--- src/rtl/i2c_slave_ctrl.sv ---
// ---------------------------------------------------------------------------
// i2c_slave_ctrl
//
// I2C slave protocol engine for a 256x8 register block. It decodes START,
// STOP, the device address, a register pointer and data bytes from the raw
// SCL/SDA lines. Written bytes reach the register block as one-clock write
// strobes. On reads, register contents are serialised back to the master.
// The register pointer auto-increments, so multi-byte bursts work in both
// directions.
//
// Parameters:
//   SLAVE_ADDR  7-bit device address this slave answers to (default 7'h50)
//
// Ports:
//   clk      in   system clock, at least 16x the SCL frequency
//   rst_n    in   asynchronous active-low reset
//   scl_i    in   raw SCL line (asynchronous)
//   sda_i    in   raw SDA line (asynchronous)
//   sda_oe   out  1 = pull SDA low (open drain), 0 = release
//   we       out  register block write enable, one-clock pulse
//   DI       out  register block write data
//   Adr_wr   out  register block write address
//   Adr_rd   out  register block read address (always the pointer)
//   dat_REG  in   register block read data, combinational from Adr_rd
//   busy     out  high from an address match until STOP, or until the next
//                 START after a NACK/mismatch
// ---------------------------------------------------------------------------
module i2c_slave_ctrl #(
    parameter logic [6:0] SLAVE_ADDR = 7'h50
) (
    input  logic       clk,
    input  logic       rst_n,
    input  logic       scl_i,
    input  logic       sda_i,
    output logic       sda_oe,
    output logic       we,
    output logic [7:0] DI,
    output logic [7:0] Adr_wr,
    output logic [7:0] Adr_rd,
    input  logic [7:0] dat_REG,
    output logic       busy
);

    typedef enum logic [3:0] {
        S_IDLE,
        S_DEV_ADDR,
        S_ADDR_ACK,
        S_PTR,
        S_PTR_ACK,
        S_WR_DATA,
        S_WR_ACK,
        S_RD_DATA,
        S_RD_ACK,
        S_WAIT_STOP
    } state_t;

    // Line synchronisers and history flops
    logic [1:0] r_sclSync;
    logic [1:0] r_sdaSync;
    logic       r_sclHist;
    logic       r_sdaHist;

    // Protocol state
    state_t     r_state;
    logic [7:0] r_shreg;
    logic [2:0] r_bitCnt;
    logic       r_rw;
    logic       r_phase;
    logic [7:0] r_ptr;
    logic       r_incPending;
    logic       r_sdaOe;
    logic       r_we;
    logic [7:0] r_di;
    logic [7:0] r_adrWr;
    logic       r_busy;

    // Next-state values
    state_t     w_stateNxt;
    logic [7:0] w_shregNxt;
    logic [2:0] w_bitCntNxt;
    logic       w_rwNxt;
    logic       w_phaseNxt;
    logic [7:0] w_ptrNxt;
    logic       w_incPendingNxt;
    logic       w_sdaOeNxt;
    logic       w_weNxt;
    logic [7:0] w_diNxt;
    logic [7:0] w_adrWrNxt;
    logic       w_busyNxt;

    // Decoded line events
    logic       w_scl;
    logic       w_sda;
    logic       w_sclRise;
    logic       w_sclFall;
    logic       w_sdaRise;
    logic       w_sdaFall;
    logic       w_start;
    logic       w_stop;
    logic [7:0] w_shiftIn;
    logic       w_lastBit;

    // The sync flops reset to 1 (idle bus) so that leaving reset on an idle
    // bus never looks like a line edge.
    always_ff @(posedge clk or negedge rst_n) begin
        if (!rst_n) begin
            r_sclSync <= 2'b11;
            r_sdaSync <= 2'b11;
            r_sclHist <= 1'b1;
            r_sdaHist <= 1'b1;
        end else begin
            r_sclSync <= {r_sclSync[0], scl_i};
            r_sdaSync <= {r_sdaSync[0], sda_i};
            r_sclHist <= r_sclSync[1];
            r_sdaHist <= r_sdaSync[1];
        end
    end

    assign w_scl     = r_sclSync[1];
    assign w_sda     = r_sdaSync[1];
    assign w_sclRise = w_scl & ~r_sclHist;
    assign w_sclFall = ~w_scl & r_sclHist;
    assign w_sdaRise = w_sda & ~r_sdaHist;
    assign w_sdaFall = ~w_sda & r_sdaHist;

    // START/STOP need SCL to be high both now and in the history flop, so an
    // SDA change that happens together with an SCL edge is not a line event.
    assign w_start = w_sdaFall & w_scl & r_sclHist;
    assign w_stop  = w_sdaRise & w_scl & r_sclHist;

    assign w_shiftIn = {r_shreg[6:0], w_sda};
    assign w_lastBit = (r_bitCnt == 3'd7);

    // State register
    always_ff @(posedge clk or negedge rst_n) begin
        if (!rst_n) begin
            r_state      <= S_IDLE;
            r_shreg      <= 8'h00;
            r_bitCnt     <= 3'd0;
            r_rw         <= 1'b0;
            r_phase      <= 1'b0;
            r_ptr        <= 8'h00;
            r_incPending <= 1'b0;
            r_sdaOe      <= 1'b0;
            r_we         <= 1'b0;
            r_di         <= 8'h00;
            r_adrWr      <= 8'h00;
            r_busy       <= 1'b0;
        end else begin
            r_state      <= w_stateNxt;
            r_shreg      <= w_shregNxt;
            r_bitCnt     <= w_bitCntNxt;
            r_rw         <= w_rwNxt;
            r_phase      <= w_phaseNxt;
            r_ptr        <= w_ptrNxt;
            r_incPending <= w_incPendingNxt;
            r_sdaOe      <= w_sdaOeNxt;
            r_we         <= w_weNxt;
            r_di         <= w_diNxt;
            r_adrWr      <= w_adrWrNxt;
            r_busy       <= w_busyNxt;
        end
    end

    // Next-state logic.
    // In the ACK states, r_phase records whether the ACK is already being
    // driven: the first SCL fall pulls SDA low, the second one releases it.
    // In RD_ACK, r_phase records that the master ACKed, so the next SCL fall
    // reloads the shift register.
    always_comb begin
        w_stateNxt      = r_state;
        w_shregNxt      = r_shreg;
        w_bitCntNxt     = r_bitCnt;
        w_rwNxt         = r_rw;
        w_phaseNxt      = r_phase;
        w_ptrNxt        = r_ptr;
        w_incPendingNxt = 1'b0;
        w_sdaOeNxt      = r_sdaOe;
        w_weNxt         = 1'b0;
        w_diNxt         = r_di;
        w_adrWrNxt      = r_adrWr;
        w_busyNxt       = r_busy;

        // The pointer advances in the clock after a write strobe, so the
        // strobe carries the pre-increment address.
        if (r_incPending) begin
            w_ptrNxt = r_ptr + 8'd1;
        end

        if (w_stop) begin
            w_stateNxt  = S_IDLE;
            w_sdaOeNxt  = 1'b0;
            w_busyNxt   = 1'b0;
            w_bitCntNxt = 3'd0;
            w_phaseNxt  = 1'b0;
        end else if (w_start) begin
            // A repeated START inside a live transfer keeps busy asserted.
            // After a NACK or an address mismatch, busy drops here.
            if (r_state == S_IDLE || r_state == S_WAIT_STOP) begin
                w_busyNxt = 1'b0;
            end
            w_stateNxt  = S_DEV_ADDR;
            w_bitCntNxt = 3'd0;
            w_sdaOeNxt  = 1'b0;
            w_phaseNxt  = 1'b0;
        end else begin
            case (r_state)
                S_IDLE: begin
                end

                S_DEV_ADDR: begin
                    if (w_sclRise) begin
                        w_shregNxt  = w_shiftIn;
                        w_bitCntNxt = r_bitCnt + 3'd1;
                        if (w_lastBit) begin
                            if (w_shiftIn[7:1] == SLAVE_ADDR) begin
                                w_rwNxt    = w_shiftIn[0];
                                w_busyNxt  = 1'b1;
                                w_phaseNxt = 1'b0;
                                w_stateNxt = S_ADDR_ACK;
                            end else begin
                                w_stateNxt = S_IDLE;
                            end
                        end
                    end
                end

                S_ADDR_ACK, S_PTR_ACK, S_WR_ACK: begin
                    if (w_sclFall) begin
                        if (!r_phase) begin
                            w_sdaOeNxt = 1'b1;
                            w_phaseNxt = 1'b1;
                        end else begin
                            w_phaseNxt  = 1'b0;
                            w_bitCntNxt = 3'd0;
                            if (r_state == S_ADDR_ACK && r_rw) begin
                                // The first read bit goes out on this same
                                // fall, so load the byte and drive its MSB now.
                                w_shregNxt = dat_REG;
                                w_sdaOeNxt = ~dat_REG[7];
                                w_stateNxt = S_RD_DATA;
                            end else begin
                                w_sdaOeNxt = 1'b0;
                                w_stateNxt = (r_state == S_ADDR_ACK) ? S_PTR : S_WR_DATA;
                            end
                        end
                    end
                end

                S_PTR: begin
                    if (w_sclRise) begin
                        w_shregNxt  = w_shiftIn;
                        w_bitCntNxt = r_bitCnt + 3'd1;
                        if (w_lastBit) begin
                            w_ptrNxt   = w_shiftIn;
                            w_phaseNxt = 1'b0;
                            w_stateNxt = S_PTR_ACK;
                        end
                    end
                end

                S_WR_DATA: begin
                    if (w_sclRise) begin
                        w_shregNxt  = w_shiftIn;
                        w_bitCntNxt = r_bitCnt + 3'd1;
                        if (w_lastBit) begin
                            w_weNxt         = 1'b1;
                            w_adrWrNxt      = r_ptr;
                            w_diNxt         = w_shiftIn;
                            w_incPendingNxt = 1'b1;
                            w_phaseNxt      = 1'b0;
                            w_stateNxt      = S_WR_ACK;
                        end
                    end
                end

                S_RD_DATA: begin
                    if (w_sclFall) begin
                        w_bitCntNxt = r_bitCnt + 3'd1;
                        if (w_lastBit) begin
                            w_sdaOeNxt = 1'b0;
                            w_phaseNxt = 1'b0;
                            w_stateNxt = S_RD_ACK;
                        end else begin
                            w_shregNxt = {r_shreg[6:0], 1'b0};
                            w_sdaOeNxt = ~r_shreg[6];
                        end
                    end
                end

                S_RD_ACK: begin
                    if (w_sclRise && !r_phase) begin
                        if (!w_sda) begin
                            w_ptrNxt   = r_ptr + 8'd1;
                            w_phaseNxt = 1'b1;
                        end else begin
                            w_sdaOeNxt = 1'b0;
                            w_stateNxt = S_WAIT_STOP;
                        end
                    end else if (w_sclFall && r_phase) begin
                        // The pointer moved at the ACK rise, so dat_REG
                        // already shows the next register.
                        w_shregNxt  = dat_REG;
                        w_sdaOeNxt  = ~dat_REG[7];
                        w_bitCntNxt = 3'd0;
                        w_phaseNxt  = 1'b0;
                        w_stateNxt  = S_RD_DATA;
                    end
                end

                S_WAIT_STOP: begin
                    w_sdaOeNxt = 1'b0;
                end

                default: begin
                    w_stateNxt = S_IDLE;
                    w_sdaOeNxt = 1'b0;
                end
            endcase
        end
    end

    assign sda_oe = r_sdaOe;
    assign we     = r_we;
    assign DI     = r_di;
    assign Adr_wr = r_adrWr;
    assign Adr_rd = r_ptr;
    assign busy   = r_busy;

endmodule

--- config.mk ---
export PLATFORM = sky130hd
export DESIGN_NAME = i2c_slave_ctrl
export DESIGN_NICKNAME = d
export VERILOG_FILES = /design/src/rtl/i2c_slave_ctrl.sv
export SDC_FILE = /design/constraint.sdc
export NUM_CORES = 1
export LEC_CHECK = 0
export CORE_MARGIN = 2
export CORE_UTILIZATION = 50
export CTS_BUF_LIST = sky130_fd_sc_hd__clkbuf_16
export CTS_CLUSTER_DIAMETER = 150
export DETAILED_ROUTE_END_ITERATION = 12
export HOLD_SLACK_MARGIN = 0.03
export PLACE_DENSITY = 0.83
export SYNTH_ARGS = -nofsm -noshare
export SYNTH_HDL_FRONTEND = slang
export SYNTH_SLANG_ARGS = --single-unit
--- constraint.sdc ---
create_clock -name clk -period 1.9 [get_ports clk]
set_input_delay 0.19 -clock clk [delete_from_list [all_inputs] [get_ports clk]]
set_output_delay 0.19 -clock clk [all_outputs]
set_load 0.02 [all_outputs]
# == Word level (Yosys, flattened, before mapping) ==
# Index checks and enable logic that the tools add are counted.
# totals
output_inout_bits,27
register_bits,49
elab_cells,181
# classes
addsub,2
bitwise,16
n_eq_ne,40
mux,82
reduce_logical,26
# op_table
operator,n
4-bit two-way mux,15
7-bit two-way mux,8
8-bit two-way mux,7
"4-bit inequality test, second input constant",13
1-bit two-way mux,35
3-bit two-way mux,10
4-bit one-hot mux with 7 select lines,1
7-bit one-hot mux with 4 select lines,1
"4-bit by 3-bit == test with 1-bit output, second input constant",4
8-bit one-hot mux with 2 select lines,1
"5-bit inequality test, second input constant",3
5-bit AND reduction,3
"2-bit inequality test, second input constant",7
13-bit AND reduction,1
3-bit one-hot mux with 4 select lines,1
3-bit nonzero test,4
11-bit AND reduction,1
"3-bit by 1-bit inequality test with 1-bit output, second input constant",3
9-bit AND reduction,1
"8-bit by 1-bit adder with 8-bit output, second input constant",1
1-bit bitwise AND,8
"4-bit by 2-bit == test with 1-bit output, second input constant",2
"4-bit == test, second input constant",2
"4-bit by 1-bit inequality test with 1-bit output, second input constant",2
other kinds (21),32

# == Logic depth before layout (Yosys ltp) ==
# depth
ltp_word,8
ltp_mapped,7

# == Worst setup path after synthesis ==
# OpenSTA, ideal clock, no wires.
# synth_timing
path_kind,reg2reg
start,reg r_state[1]
end,reg r_shreg[0]
t_arrival_ns,1.936
slack_ns,-0.161
setup_time_ns,0.125
synth_period_minus_slack_ns,2.061
stages_incl_launch_ff,8
path_cell_list,dfrtp_1 > buf_6 > or4b_4 > buf_6 > o21ai_1 > a32oi_1 > o21ai_2 > mux2_2
# synth_via
elab_chain_cells,4
# synth_lines
element,line,rtl
"start, declared",64,state_t r_state;
"start signal, assigned",150,r_state <= w_stateNxt;
"4-bit by 2-bit == test with 1-bit output, or another cell as far along","207, 236",
"3-bit OR reduction, or another cell as far along",207,case (r_state)
"2-bit inequality test (no line), or another cell as far along",--,
11-bit AND reduction (no line),--,
"end signal, assigned",151,r_shreg <= w_shregNxt;
"end, declared",65,logic [7:0] r_shreg;
# Several ways; a longest one is shown, not always the timed one.
# A chain may end at the register's enable or synchronous reset.

# == Worst setup path after layout ==
# layout_timing
start,reg r_state[1]
end,"reg r_ptr[3], in the netlist Adr_rd[3]"
# layout_via
elab_chain_cells,4
# layout_lines
element,line,rtl
4-bit == test / 4-bit by 2-bit == test with 1-bit output (equally long branches),207,
8-bit one-hot mux with 2 select lines *,207,
8-bit two-way mux *,196,end else if (w_start) begin
8-bit two-way mux *,190,if (w_stop) begin
named net w_ptrNxt[3],83,logic [7:0] w_ptrNxt;
"end signal, assigned",155,r_ptr <= w_ptrNxt;
"end, declared",69,logic [7:0] r_ptr;
# Mark *: on every way through the listed nets, which the timed path passes. The rest lies on a longest branch.

==> run metrics <==
total number of H-tree levels 2; area grow syn2layout 51.43%; post-synthesis average cell area 9.429 sq um; commonest cells after routing, fill and taps aside sky130_fd_sc_hd__buf_4, sky130_fd_sc_hd__nand2_1, sky130_fd_sc_hd__dfrtp_1; buffers plus inverters on the worst setup path 1; fmax 474.5 MHz; cell area power density 823.6 nW/um^2; Sequential Area 1237 sq um; cell type of the slowest stage on the worst timing path sky130_fd_sc_hd__or4b_4; CTS clk-pin slew, worst paths 0.07 ns; routability congestion estimate 0.9590; Inserted Clock Buffers 5; Port Buffer Count 38; via count of the routed design 3186; violations in the final reports setup timing; largest fanout on the critical path 7; number of violations of the max-capacitance limit 0; count of placed standard cells in the final layout, fillers left out 504; minimum clock period after layout 2.108 ns; number of synthesized flops with an enable pin 0; post-synthesis instance total 321; summed instance area of the synthesized netlist 3027 sq um; leading cell type in the layout, fill and taps excluded sky130_fd_sc_hd__buf_4; WP data arrival 2.30 ns; kind of end point of the critical path flip-flop; cell taking the most area after synthesis sky130_fd_sc_hd__dfrtp_1; global routing usage summed across all routing layers 0.2919; worst setup path class flip-flop to flip-flop; kind of start point of the critical path flip-flop; Required @ worst endpoint 2.09 ns; dpl cells 476; critical-path cell list or4b_4 -> buf_8 -> nor2b_1 -> or2_2 -> a41oi_1 -> o22ai_1; share of synthesized area occupied by flip-flops and latches 0.4076; via/cell ratio 6.321; post-layout worst setup margin -0.2077 ns; worst min-delay path category input pin to asynchronous set/reset pin; headroom to the max-slew limit 0.6668; post-route fraction of the period consumed by the critical path 1.109; wire length of the first global-routing pass 14.82 mm; antenna violations before repair 0; number of nets with antenna violations after routing 0; utilization after layout 0.7787; ports placed on the boundary 39; Leak 2.077 nW; antenna diode count 0; clock tree from TritonCTS done; Distinct cells, synth 64; chip height 81.80 um; worst hold margin 0.2900 ns; Ys Warns 0; unrepaired setup endpoints after global routing true; post-synthesis register bit count 49; fraction of layout instances using a drive strength above 1 0.4009; worst IR drop on VDD 513.3 uV; clock tree skew after final layout 0.006708 ns; pin slew with the least headroom to its limit 0.4998 ns; number of core rows 28; placeable core region 5886 sq um; number of clock sinks seen by CTS 49; Clock Latency Late Sink 0.30 ns; HPWL after DPL 6.665 mm; Initial Util 0.5142; delay-heaviest family, CP simple AND/OR/NAND/NOR gates; max-slew violation count 0; average wire length per cell after detail routing 20.67 um; area taken by multi-input logic gates 1931 sq um; delay of the slowest cell on the worst path 0.58 ns; largest net degree at the start of global routing 27; leading register cell type out of synthesis sky130_fd_sc_hd__dfrtp_1; Die Outline Area 6691 sq um; cell types occupying the most area after synthesis sky130_fd_sc_hd__dfrtp_1, sky130_fd_sc_hd__mux2_2, sky130_fd_sc_hd__nand2_1; die width 81.80 um; Total Power Consumption 3.775 mW; Total Nets Final 443; DRC errors left 0; number of global-route vias before repair 3028; final hold vios 0; routed wire length 10.42 mm; final setup violation count 22; nets in the synthesized netlist 336; number of design-rule violations left by the first detailed-router iteration 334; Root Buffer sky130_fd_sc_hd__clkbuf_16; fraction of registers with async set/reset 1.000; share of Yosys cell area claimed by the top area cell type 0.3555; Total Negative Setup Slacks -1.825 ns; Max Buffers Root-to-Sink 2; fillcell total 344; iteration count of the initial detailed-routing pass 7; remaining global-route overflow 0; outcome finished with violations
-- cell usage after synthesis (3+ instances only) --
| cell type | number |
|---|---|
| sky130_fd_sc_hd__o221ai_1 | 4 |
| sky130_fd_sc_hd__nand4_1 | 4 |
| sky130_fd_sc_hd__dfstp_2 | 6 |
| sky130_fd_sc_hd__nor4bb_1 | 3 |
| sky130_fd_sc_hd__nor2b_1 | 9 |
| sky130_fd_sc_hd__xor2_1 | 7 |
| sky130_fd_sc_hd__clkbuf_1 | 16 |
| sky130_fd_sc_hd__a221o_1 | 3 |
| sky130_fd_sc_hd__mux2_2 | 23 |
| sky130_fd_sc_hd__o31ai_1 | 3 |
| sky130_fd_sc_hd__ha_1 | 3 |
| sky130_fd_sc_hd__a21oi_1 | 17 |
| sky130_fd_sc_hd__a31oi_1 | 6 |
| sky130_fd_sc_hd__o22ai_1 | 3 |
| sky130_fd_sc_hd__xnor2_1 | 3 |
| sky130_fd_sc_hd__or2_2 | 3 |
| sky130_fd_sc_hd__o21ai_0 | 16 |
| sky130_fd_sc_hd__nor2_1 | 18 |
| sky130_fd_sc_hd__nand2b_1 | 3 |
| sky130_fd_sc_hd__a21o_1 | 4 |
| sky130_fd_sc_hd__buf_2 | 3 |
| sky130_fd_sc_hd__nand2_1 | 45 |
| sky130_fd_sc_hd__and2_1 | 4 |
| sky130_fd_sc_hd__inv_1 | 8 |
| sky130_fd_sc_hd__buf_1 | 3 |
| sky130_fd_sc_hd__nand3_1 | 6 |
| sky130_fd_sc_hd__o2111ai_1 | 3 |
| sky130_fd_sc_hd__dfrtp_1 | 43 |
| sky130_fd_sc_hd__nor3_1 | 3 |
-- state kept, by name, summed over array words and instances (netlist names), 2 cells and up --
register	flops
Adr_rd	8
Adr_wr	8
DI	8
r_shreg	7
r_state	4
r_bitCnt	3
r_sclSync	2
r_sdaSync	2
-- cell families (layout without fill, tap and decap cells) --
family,count (synthesis),count (layout),synth area share
compound gates,90,90,0.2187
xor+xnor,10,10,0.02894
fa+ha+maj,4,4,0.01571
buf+inv,32,140,0.04589
flops,49,49,0.4076
mux,25,25,0.09219
simple gates,111,111,0.1910
-- per-stage QoR --
step	worst slack, ns	area (sq um)
2_1_floorplan	-0.1134	3070
3_3_place_gp	-0.06759	3946
3_5_place_dp	-0.1912	3946
4_1_cts	-0.08303	4302
5_1_grt	-0.2270	4583
6_report	-0.2077	4583
-- final timing paths --
path	from	end	slack, ns	depth (start not counted)
min in group clk	scl_i	r_sclSync[0]	0.30	1
worst min-delay path	rst_n	Adr_wr[5]	0.29	2
worst max register to register	r_state[1]	Adr_rd[3]	-0.21	6
worst min register to register	r_sclSync[0]	r_sclSync[1]	0.36	0
max in group asynchronous	rst_n	r_sdaSync[1]	1.04	3
worst max-delay path	r_state[1]	Adr_rd[3]	-0.21	6
-- final cells by class --
class	count	share of cell area
clock buffer	5	0.02730
clock inverter	3	0.01502
inverter	8	0.006552
multi-input combinational	240	0.4212
sequential	49	0.2700
tap	75	0.02048
timing repair buffer	124	0.2394
-- report_power, final --
| group | switching [mW] | internal (mW) |
|---|---|---|
| registers | 0.135 | 1.16 |
| clock network | 0.425 | 0.760 |
| logic | 0.611 | 0.681 |
-- what timing repair did --
item	4_1_cts	5_1_grt
gates resized for setup	23	44
setup endpoints to repair	34	40
hold buffers	1	0
buffers inserted	7	13
pin swaps	4	16
hold endpoints to repair	33	0
-- metal layers --
layer	GRT usage	part of all wire	up-vias
met2	0.5138	0.49	202
met3	0.04286	0.071	49
met1	0.3628	0.40	1542
li1	-	-	1393
met5	0	0	-
met4	0.1033	0.041	0
(Power assumes the default switching activity.)
